File: src/rtl/shift_pkg.sv
`default_nettype none
// ---------------------------------------------------------------------------
// shift_pkg : funct/Shiftop encodings and the S1 entry type for shift_exec_stage
// Revision  : 1.0
// ---------------------------------------------------------------------------
package shift_pkg;

  localparam logic [5:0] FUNCT_SLL  = 6'b000000;
  localparam logic [5:0] FUNCT_SRL  = 6'b000010;
  localparam logic [5:0] FUNCT_SRA  = 6'b000011;
  localparam logic [5:0] FUNCT_SLLV = 6'b000100;
  localparam logic [5:0] FUNCT_SRLV = 6'b000110;
  localparam logic [5:0] FUNCT_SRAV = 6'b000111;

  localparam logic [1:0] SHOP_LL = 2'b00;
  localparam logic [1:0] SHOP_RL = 2'b10;
  localparam logic [1:0] SHOP_RA = 2'b11;

  typedef struct packed {
    logic [31:0] operand;
    logic [4:0]  amount;
    logic [1:0]  shiftop;
    logic [4:0]  rd;
    logic        illegal;
  } s1_entry;

  function automatic logic is_shift_funct(input logic [5:0] funct);
    return funct inside {FUNCT_SLL, FUNCT_SRL, FUNCT_SRA,
                         FUNCT_SLLV, FUNCT_SRLV, FUNCT_SRAV};
  endfunction

endpackage
`default_nettype wire

File: src/rtl/shifter.sv
`default_nettype none
// ---------------------------------------------------------------------------
// shifter : combinational 32-bit barrel shifter (LL / RL / RA)
// Revision: 1.0
// ---------------------------------------------------------------------------
module shifter
  import shift_pkg::*;
(
  input  logic [31:0] A,
  input  logic [4:0]  B,
  input  logic [1:0]  Shiftop,
  output logic [31:0] Result
);

  always_comb begin
    case (Shiftop)
      SHOP_LL: Result = A << B;
      SHOP_RL: Result = A >> B;
      SHOP_RA: Result = $unsigned($signed(A) >>> B);
      default: Result = '0;
    endcase
  end

endmodule
`default_nettype wire

File: src/rtl/shift_exec_stage.sv
`default_nettype none
// ---------------------------------------------------------------------------
// shift_exec_stage : two-stage shift execute wrapper with valid/ready output.
// Optional build macro SHIFT_STATS_EN adds retire/stall/illegal counters.
// Revision: 1.0
// ---------------------------------------------------------------------------
module shift_exec_stage
  import shift_pkg::*;
#(
  parameter int DATA_WIDTH = 32,
  parameter int REG_ADDR_W = 5
) (
  input  logic                  clk,
  input  logic                  rst_n,
  input  logic                  flush,
  input  logic                  in_valid,
  output logic                  in_ready,
  input  logic [5:0]            in_funct,
  input  logic [4:0]            in_shamt,
  input  logic [DATA_WIDTH-1:0] in_rs,
  input  logic [DATA_WIDTH-1:0] in_rt,
  input  logic [REG_ADDR_W-1:0] in_rd,
  output logic                  out_valid,
  input  logic                  out_ready,
  output logic [DATA_WIDTH-1:0] out_result,
  output logic [REG_ADDR_W-1:0] out_rd,
  output logic                  out_wen,
  output logic                  out_illegal
`ifdef SHIFT_STATS_EN
  ,
  output logic [31:0]           stat_retired,
  output logic [31:0]           stat_stall,
  output logic [15:0]           stat_illegal
`endif
);

  s1_entry     s1_next;
  s1_entry     s1_q;
  logic        s1_valid;
  logic        s2_valid;
  logic        s2_free;
  logic        s1_adv;
  logic        in_fire;
  logic [31:0] sh_result;
  logic        unused_rs;

  assign unused_rs = ^in_rs[DATA_WIDTH-1:5];

  assign s2_free  = !s2_valid || out_ready;
  assign s1_adv   = s1_valid && s2_free;
  assign in_ready = !flush && (!s1_valid || s2_free);
  assign in_fire  = in_valid && in_ready;

  // Illegal ops carry SHOP_LL so the unused 01 encoding never reaches the shifter.
  always_comb begin
    s1_next.illegal = !is_shift_funct(in_funct);
    s1_next.operand = in_rt;
    s1_next.amount  = in_funct[2] ? in_rs[4:0] : in_shamt;
    s1_next.shiftop = s1_next.illegal ? SHOP_LL : in_funct[1:0];
    s1_next.rd      = in_rd;
  end

  always_ff @(posedge clk or negedge rst_n) begin
    if (!rst_n) begin
      s1_valid <= 1'b0;
      s1_q     <= '0;
    end else if (flush) begin
      s1_valid <= 1'b0;
    end else if (in_fire) begin
      s1_valid <= 1'b1;
      s1_q     <= s1_next;
    end else if (s1_adv) begin
      s1_valid <= 1'b0;
    end
  end

  shifter u_shifter (
    .A       (s1_q.operand),
    .B       (s1_q.amount),
    .Shiftop (s1_q.shiftop),
    .Result  (sh_result)
  );

  always_ff @(posedge clk or negedge rst_n) begin
    if (!rst_n) begin
      s2_valid    <= 1'b0;
      out_result  <= '0;
      out_rd      <= '0;
      out_wen     <= 1'b0;
      out_illegal <= 1'b0;
    end else if (flush) begin
      s2_valid <= 1'b0;
    end else if (s1_adv) begin
      s2_valid    <= 1'b1;
      out_result  <= s1_q.illegal ? '0 : sh_result;
      out_rd      <= s1_q.rd;
      out_wen     <= !s1_q.illegal && (s1_q.rd != '0);
      out_illegal <= s1_q.illegal;
    end else if (out_ready) begin
      s2_valid <= 1'b0;
    end
  end

  assign out_valid = s2_valid;

`ifdef SHIFT_STATS_EN
  always_ff @(posedge clk or negedge rst_n) begin
    if (!rst_n) begin
      stat_retired <= '0;
      stat_stall   <= '0;
      stat_illegal <= '0;
    end else begin
      if (out_valid && out_ready) begin
        if (out_illegal) stat_illegal <= stat_illegal + 16'd1;
        else             stat_retired <= stat_retired + 32'd1;
      end
      if (out_valid && !out_ready) stat_stall <= stat_stall + 32'd1;
    end
  end
`endif

endmodule
`default_nettype wire

File: config.mk
export PLATFORM = sky130hd
export DESIGN_NAME = shift_exec_stage
export DESIGN_NICKNAME = d
export VERILOG_FILES = /design/src/rtl/shift_pkg.sv /design/src/rtl/shifter.sv /design/src/rtl/shift_exec_stage.sv
export SDC_FILE = /design/constraint.sdc
export NUM_CORES = 1
export LEC_CHECK = 0
export CAP_MARGIN = 20
export CORE_UTILIZATION = 25
export DETAILED_ROUTE_END_ITERATION = 8
export PLACE_DENSITY_LB_ADDON = 0.15
export SYNTH_ARGS = -nofsm -noshare
export SYNTH_HDL_FRONTEND = slang
export SYNTH_SLANG_ARGS = --single-unit
File: constraint.sdc
create_clock -name clk -period 2.8 [get_ports clk]
set_clock_uncertainty 0.15 [all_clocks]
set_input_delay 0.7 -clock clk [delete_from_list [all_inputs] [get_ports clk]]
set_output_delay 0.7 -clock clk [all_outputs]
set_load 0.02 [all_outputs]
# ---- Word level (Yosys, flattened, before mapping)
# Index checks and enable logic that the tools add are counted.
dict set report op_classes {
  n_reduce_logical 19
  bitwise 1
  eq_ne 7
  muxes 10
  shifts 3
}
# op n
set op_table {}
lappend op_table {{$pmux W32 S3} 1}
lappend op_table {{$mux W32} 1}
lappend op_table {{$shl A32 B5 Y32} 1}
lappend op_table {{$shr A32 B5 Y32} 1}
lappend op_table {{$sshr A32 B5 Y32} 1}
lappend op_table {{$eq A6 B3 Y1 const B} 3}
lappend op_table {{$eq A6 B2 Y1 const B} 2}
lappend op_table {{$logic_not A6 Y1} 1}
lappend op_table {{$mux W1} 6}
lappend op_table {{$reduce_bool A3 Y1} 2}
lappend op_table {{$reduce_bool A6 Y1} 1}
lappend op_table {{$logic_not A1 Y1} 5}
lappend op_table {{$mux W5} 1}
lappend op_table {{$reduce_bool A5 Y1} 1}
lappend op_table {{$eq A2 B2 Y1 const B} 2}
lappend op_table {{$logic_and A1 B1 Y1} 4}
lappend op_table {{$reduce_and A2 Y1} 2}
lappend op_table {{$logic_not A2 Y1} 1}
lappend op_table {{$logic_or A1 B1 Y1} 2}
lappend op_table {{$mux W2} 1}
lappend op_table {{$not A1 Y1} 1}
dict set report totals {
  inputBits 85
  output_inout_bits 41
  wordCells 51
  reg_bits 86
}

# ---- Depth between registers and ports, before layout
dict set report depth {
  word_depth 7
  mapped_depth 9
  ltp_nobuf 5
}

# ---- By module
# From an unflattened synthesis, not the netlist that was laid out.
dict set report hier_totals {
  cells_unflattened 712
  area_unflattened_um2 7798.7
}
# module cells_each area_per_inst_um2 n_inst seq_area_each_um2
set by_module_without_submodules {}
lappend by_module_without_submodules {shifter 475 4076.4 1 0.0}
lappend by_module_without_submodules {shift_exec_stage 237 3722.3 1 2152.1}

# ---- Worst setup path before layout
# Ideal clock, no wire load.
dict set report synth_path {
  kind {register to register}
  from {register s1_q[8] (netlist name)}
  to {register out_result[13]}
  stages_incl_launch_ff 8
  setup_time_ns 0.123
  period_less_slack_ns 2.262
  path_slack_ns 0.538
  arrival_time_ns 1.989
  path_cell_list {dfrtp_1 buf_6 buf_12 mux4_2 mux4_2 o21a_1 a311oi_2 o21ai_1}
}
dict set report synth_via {
  elab_chain_len 3
  elab_cells_between_ends 5
}
# item line_no
set synth_rtl {}
lappend synth_rtl {{from (decl)} shift_exec_stage.sv:38} ;# s1_entry s1_q;
lappend synth_rtl {{from (signal assigned)} shift_exec_stage.sv:71} ;# s1_q <= s1_next;
lappend synth_rtl {{$sshr A32 B5 Y32, or another cell as far along} shifter.sv:19} ;# SHOP_RA: Result = $unsigned($signed(A) >>> B);
lappend synth_rtl {{$pmux W32 S3 (*)} shifter.sv:16} ;# case (Shiftop)
lappend synth_rtl {{$mux W32 (*)} shift_exec_stage.sv:95} ;# out_result <= s1_q.illegal ? '0 : sh_result;
lappend synth_rtl {{to (signal assigned)} shift_exec_stage.sv:95}
lappend synth_rtl {{to (decl)} shift_exec_stage.sv:25} ;# output logic [DATA_WIDTH-1:0] out_result,
# Every way passes the cells marked *; elsewhere a longest branch is shown, timed or not.
# A chain may end at the register's enable or synchronous reset.

# ---- Final worst setup path
dict set report layout_path {
  from {register s1_q[8] (netlist name)}
  to {register out_result[2]}
}
# Same word-level chain as after synthesis.

==> out/metrics.cfg <==
[yosys]
synth_top_area_frac=0.275
synth-seq-cells=86
synth.area.top_cells=dfrtp_1 (27%), mux4_2 (17%), mux2_2 (8.2%)
syn_area_um2=7830
yosysTopAreaCell=dfrtp_1
synth_top_flop_cell=dfrtp_1
synth_edf_count=0
ys_seq_area_frac=0.275
syn_nets=870
syn_area_per_cell_um2=9.98
netlist_instances=785
synth_warnings=0
ys_types=69
async_flop_share=1.00

[final_layout]
antennaDiodeCount=0
drive_above_1_share=0.274
nNetsFinal=985
final_util=0.329
syn_to_final_growth_pct=28.8

[die]
die_h_um=179
start_util=0.255
io_pins=126
rows=64
die_area_um2=32000
core_area_um2=30700
die_w_um=179

[grt]
antenna_found_initial=0
grt_overflow=0
grt_pass1_wl_um=48700
grt_pass1_vias=7229
grt_use_total=0.209
grt_start_max_net_pins=52

[sta]
tightest_slew_ns=0.700
fmax_ghz=0.362
hold_ws_ns=0.211
drv_slew=0
setup-tns-final_ns=0
setup_viol=0
finalHoldViolations=0
min_period_over_period=0.986
fin_ws_ns=0.0388
slew_headroom=0.532
layout_min_cycle_time_ns=2.76
rsz0062_at_grt=no

[drt]
top_layer=met4
drt-total-wl_um=32500
wl_met2_um=14400
wire_per_inst_um=25.0
viasPerCell=5.69
dr_total_vias=7399
drt_iter0_markers=712
wl_met1_um=14900
drc=0
drt-pass1-iter-count=5
met3WireLength_um=2240
ant_nets=0

[power_and_ir_drop]
p_leak_nw=3.90
ir_worst_vdd_mv=0.319
power.density_nw_per_um2=601

[setup_path]
crit_slowest_cell=dfrtp_4
r2r_slack_ns=0.04
max_stage_delay_ns=0.57
critical_path_class=reg2reg
startpoint_type=register
cp_max_fo=11
cp_data_arrival_time_ns=2.86
path_cells=buf_12, mux4_2, mux2_2, o2111ai_1, a2111oi_0, a22o_1
required_ns=2.90
cp-end-kind=register

[clocking]
cts_resized=1
clk_pin_slew_ns=0.07
cts_hold_buf=0
cts.sinks=86
clock_path_buffers=2
numCtsBuffers=9
cts_tree=done
htreeDepth=3
clock_latency_ns=0.36
cts.root.buffer_cell=clkbuf_16
post_cts_buffers=0

[place]
gp_congestion=0.944
post-place-ws_ns=-0.103
numPortBuffers=98
hpwl_um=25300

[run]
drv_cap=0

[run_status]
status=finished, final reports clean

[hold_path]
hold_path_class=in2async

state kept, by name, indices dropped and copies added, names as in the netlist:
register / count
s1_q: 45
out_result: 32
out_rd: 5
out_illegal: 1
out_valid: 1
out_wen: 1
s1_valid: 1
power by group:
part	switching [mW]	internal (mW)	total, mW
clock	0.547	0.687	1.23
combinational	1.66	1.47	3.13
sequential	0.316	1.38	1.70
total	2.52	3.54	6.06
stage by stage:
stage	instance area (um2)	std cells	power [mW]
6_report	10100	1300	6.06
5_1_grt	10100	1300	6.35
4_1_cts	10100	1300	6.04
3_5_place_dp	9790	1285	4.79
3_3_place_gp	9790	1285	4.81
2_1_floorplan	7830	785	3.48
Yosys cell counts, types with 4 or more instances:
| cell | n |
|---|---|
| a2bb2oi_1 | 6 |
| nor3b_1 | 4 |
| a22oi_1 | 6 |
| inv_1 | 7 |
| a32o_1 | 4 |
| a211oi_1 | 9 |
| dfrtp_1 | 86 |
| o31ai_1 | 5 |
| o211ai_1 | 12 |
| and3_1 | 5 |
| nand2b_1 | 10 |
| nand2_1 | 76 |
| a21oi_1 | 31 |
| and2_1 | 6 |
| mux2i_1 | 51 |
| clkbuf_1 | 52 |
| mux2_2 | 57 |
| buf_2 | 16 |
| nor3_1 | 24 |
| buf_6 | 6 |
| buf_1 | 15 |
| nor2_1 | 43 |
| mux4_1 | 10 |
| a32oi_1 | 4 |
| nor2b_1 | 8 |
| nand3_1 | 17 |
| a22o_1 | 4 |
| mux4_2 | 58 |
| o21ai_0 | 39 |
| a221oi_1 | 4 |
| a31oi_1 | 11 |
| or2_2 | 5 |
| o22ai_1 | 11 |
| nand4_1 | 7 |
| o221ai_1 | 5 |
| a21o_1 | 4 |
| o21a_1 | 4 |
| o32ai_1 | 5 |
critical path, delay by kind of cell (launching register included):
kind	cells	cell delay (ns)
DFF	1	0.57
muxes	2	0.84
buffers and inverters	1	0.16
AOI/OAI and AO/OA	3	0.93
routing by layer:
metal / up-vias / global-route usage
met5: - / 0
met4: 0 / 0.0678
met3: 41 / 0.0401
met2: 295 / 0.319
met1: 3762 / 0.294
li1: 3301 / -
cell type report:
| cell class | instances | area (um2) |
|---|---|---|
| tap | 396 | 495 |
| multi-input combinational | 596 | 5190 |
| inverter | 9 | 33.8 |
| timing repair buffer | 198 | 1930 |
| sequential | 86 | 2160 |
| fill | 3183 | 20600 |
| clock inverter | 4 | 48.8 |
| clock buffer | 11 | 233 |
path summary, 6_finish.rpt:
kind | startpoint | end | depth (start not counted)
max reg2reg | s1_q[8] | out_result[2] | 6
min reg2reg | out_result[7] | out_result[7] | 2
min in group clk | out_result[7] | out_result[7] | 2
max | s1_q[8] | out_result[2] | 6
max in group asynchronous | rst_n | s1_q[8] | 2
min | rst_n | out_valid | 1
cells in the final DEF, fill, tap and decap left out, types with 5 or more instances in the layout:
cell type / count
nand3_1: 17
mux2_2: 57
o31ai_1: 5
or2_2: 5
buf_12: 16
a2bb2oi_1: 6
buf_4: 85
and2_1: 6
nor2_1: 43
a22oi_1: 6
o221ai_1: 5
o22ai_1: 11
nand2b_1: 10
mux2i_1: 51
a211oi_1: 9
clkbuf_16: 9
a21oi_1: 31
nand2_1: 75
o211ai_1: 12
dfrtp_1: 82
inv_1: 7
o32ai_1: 5
nor2b_1: 8
a31oi_1: 11
o21ai_0: 39
mux4_2: 58
nor3_1: 24
mux4_1: 10
and3_1: 5
nand4_1: 7
clkdlybuf4s50_1: 96
logic make-up (layout without fill, tap and decap cells):
kind of cell / Yosys count / after routing / share of synthesized area
DFF: 86 / 86 / 0.275
muxes: 177 / 177 / 0.349
AOI/OAI and AO/OA: 199 / 199 / 0.177
and+or+nand+nor: 220 / 220 / 0.134
buffers and inverters: 103 / 222 / 0.0649
Note: power is estimated with default switching activity, not from simulation.
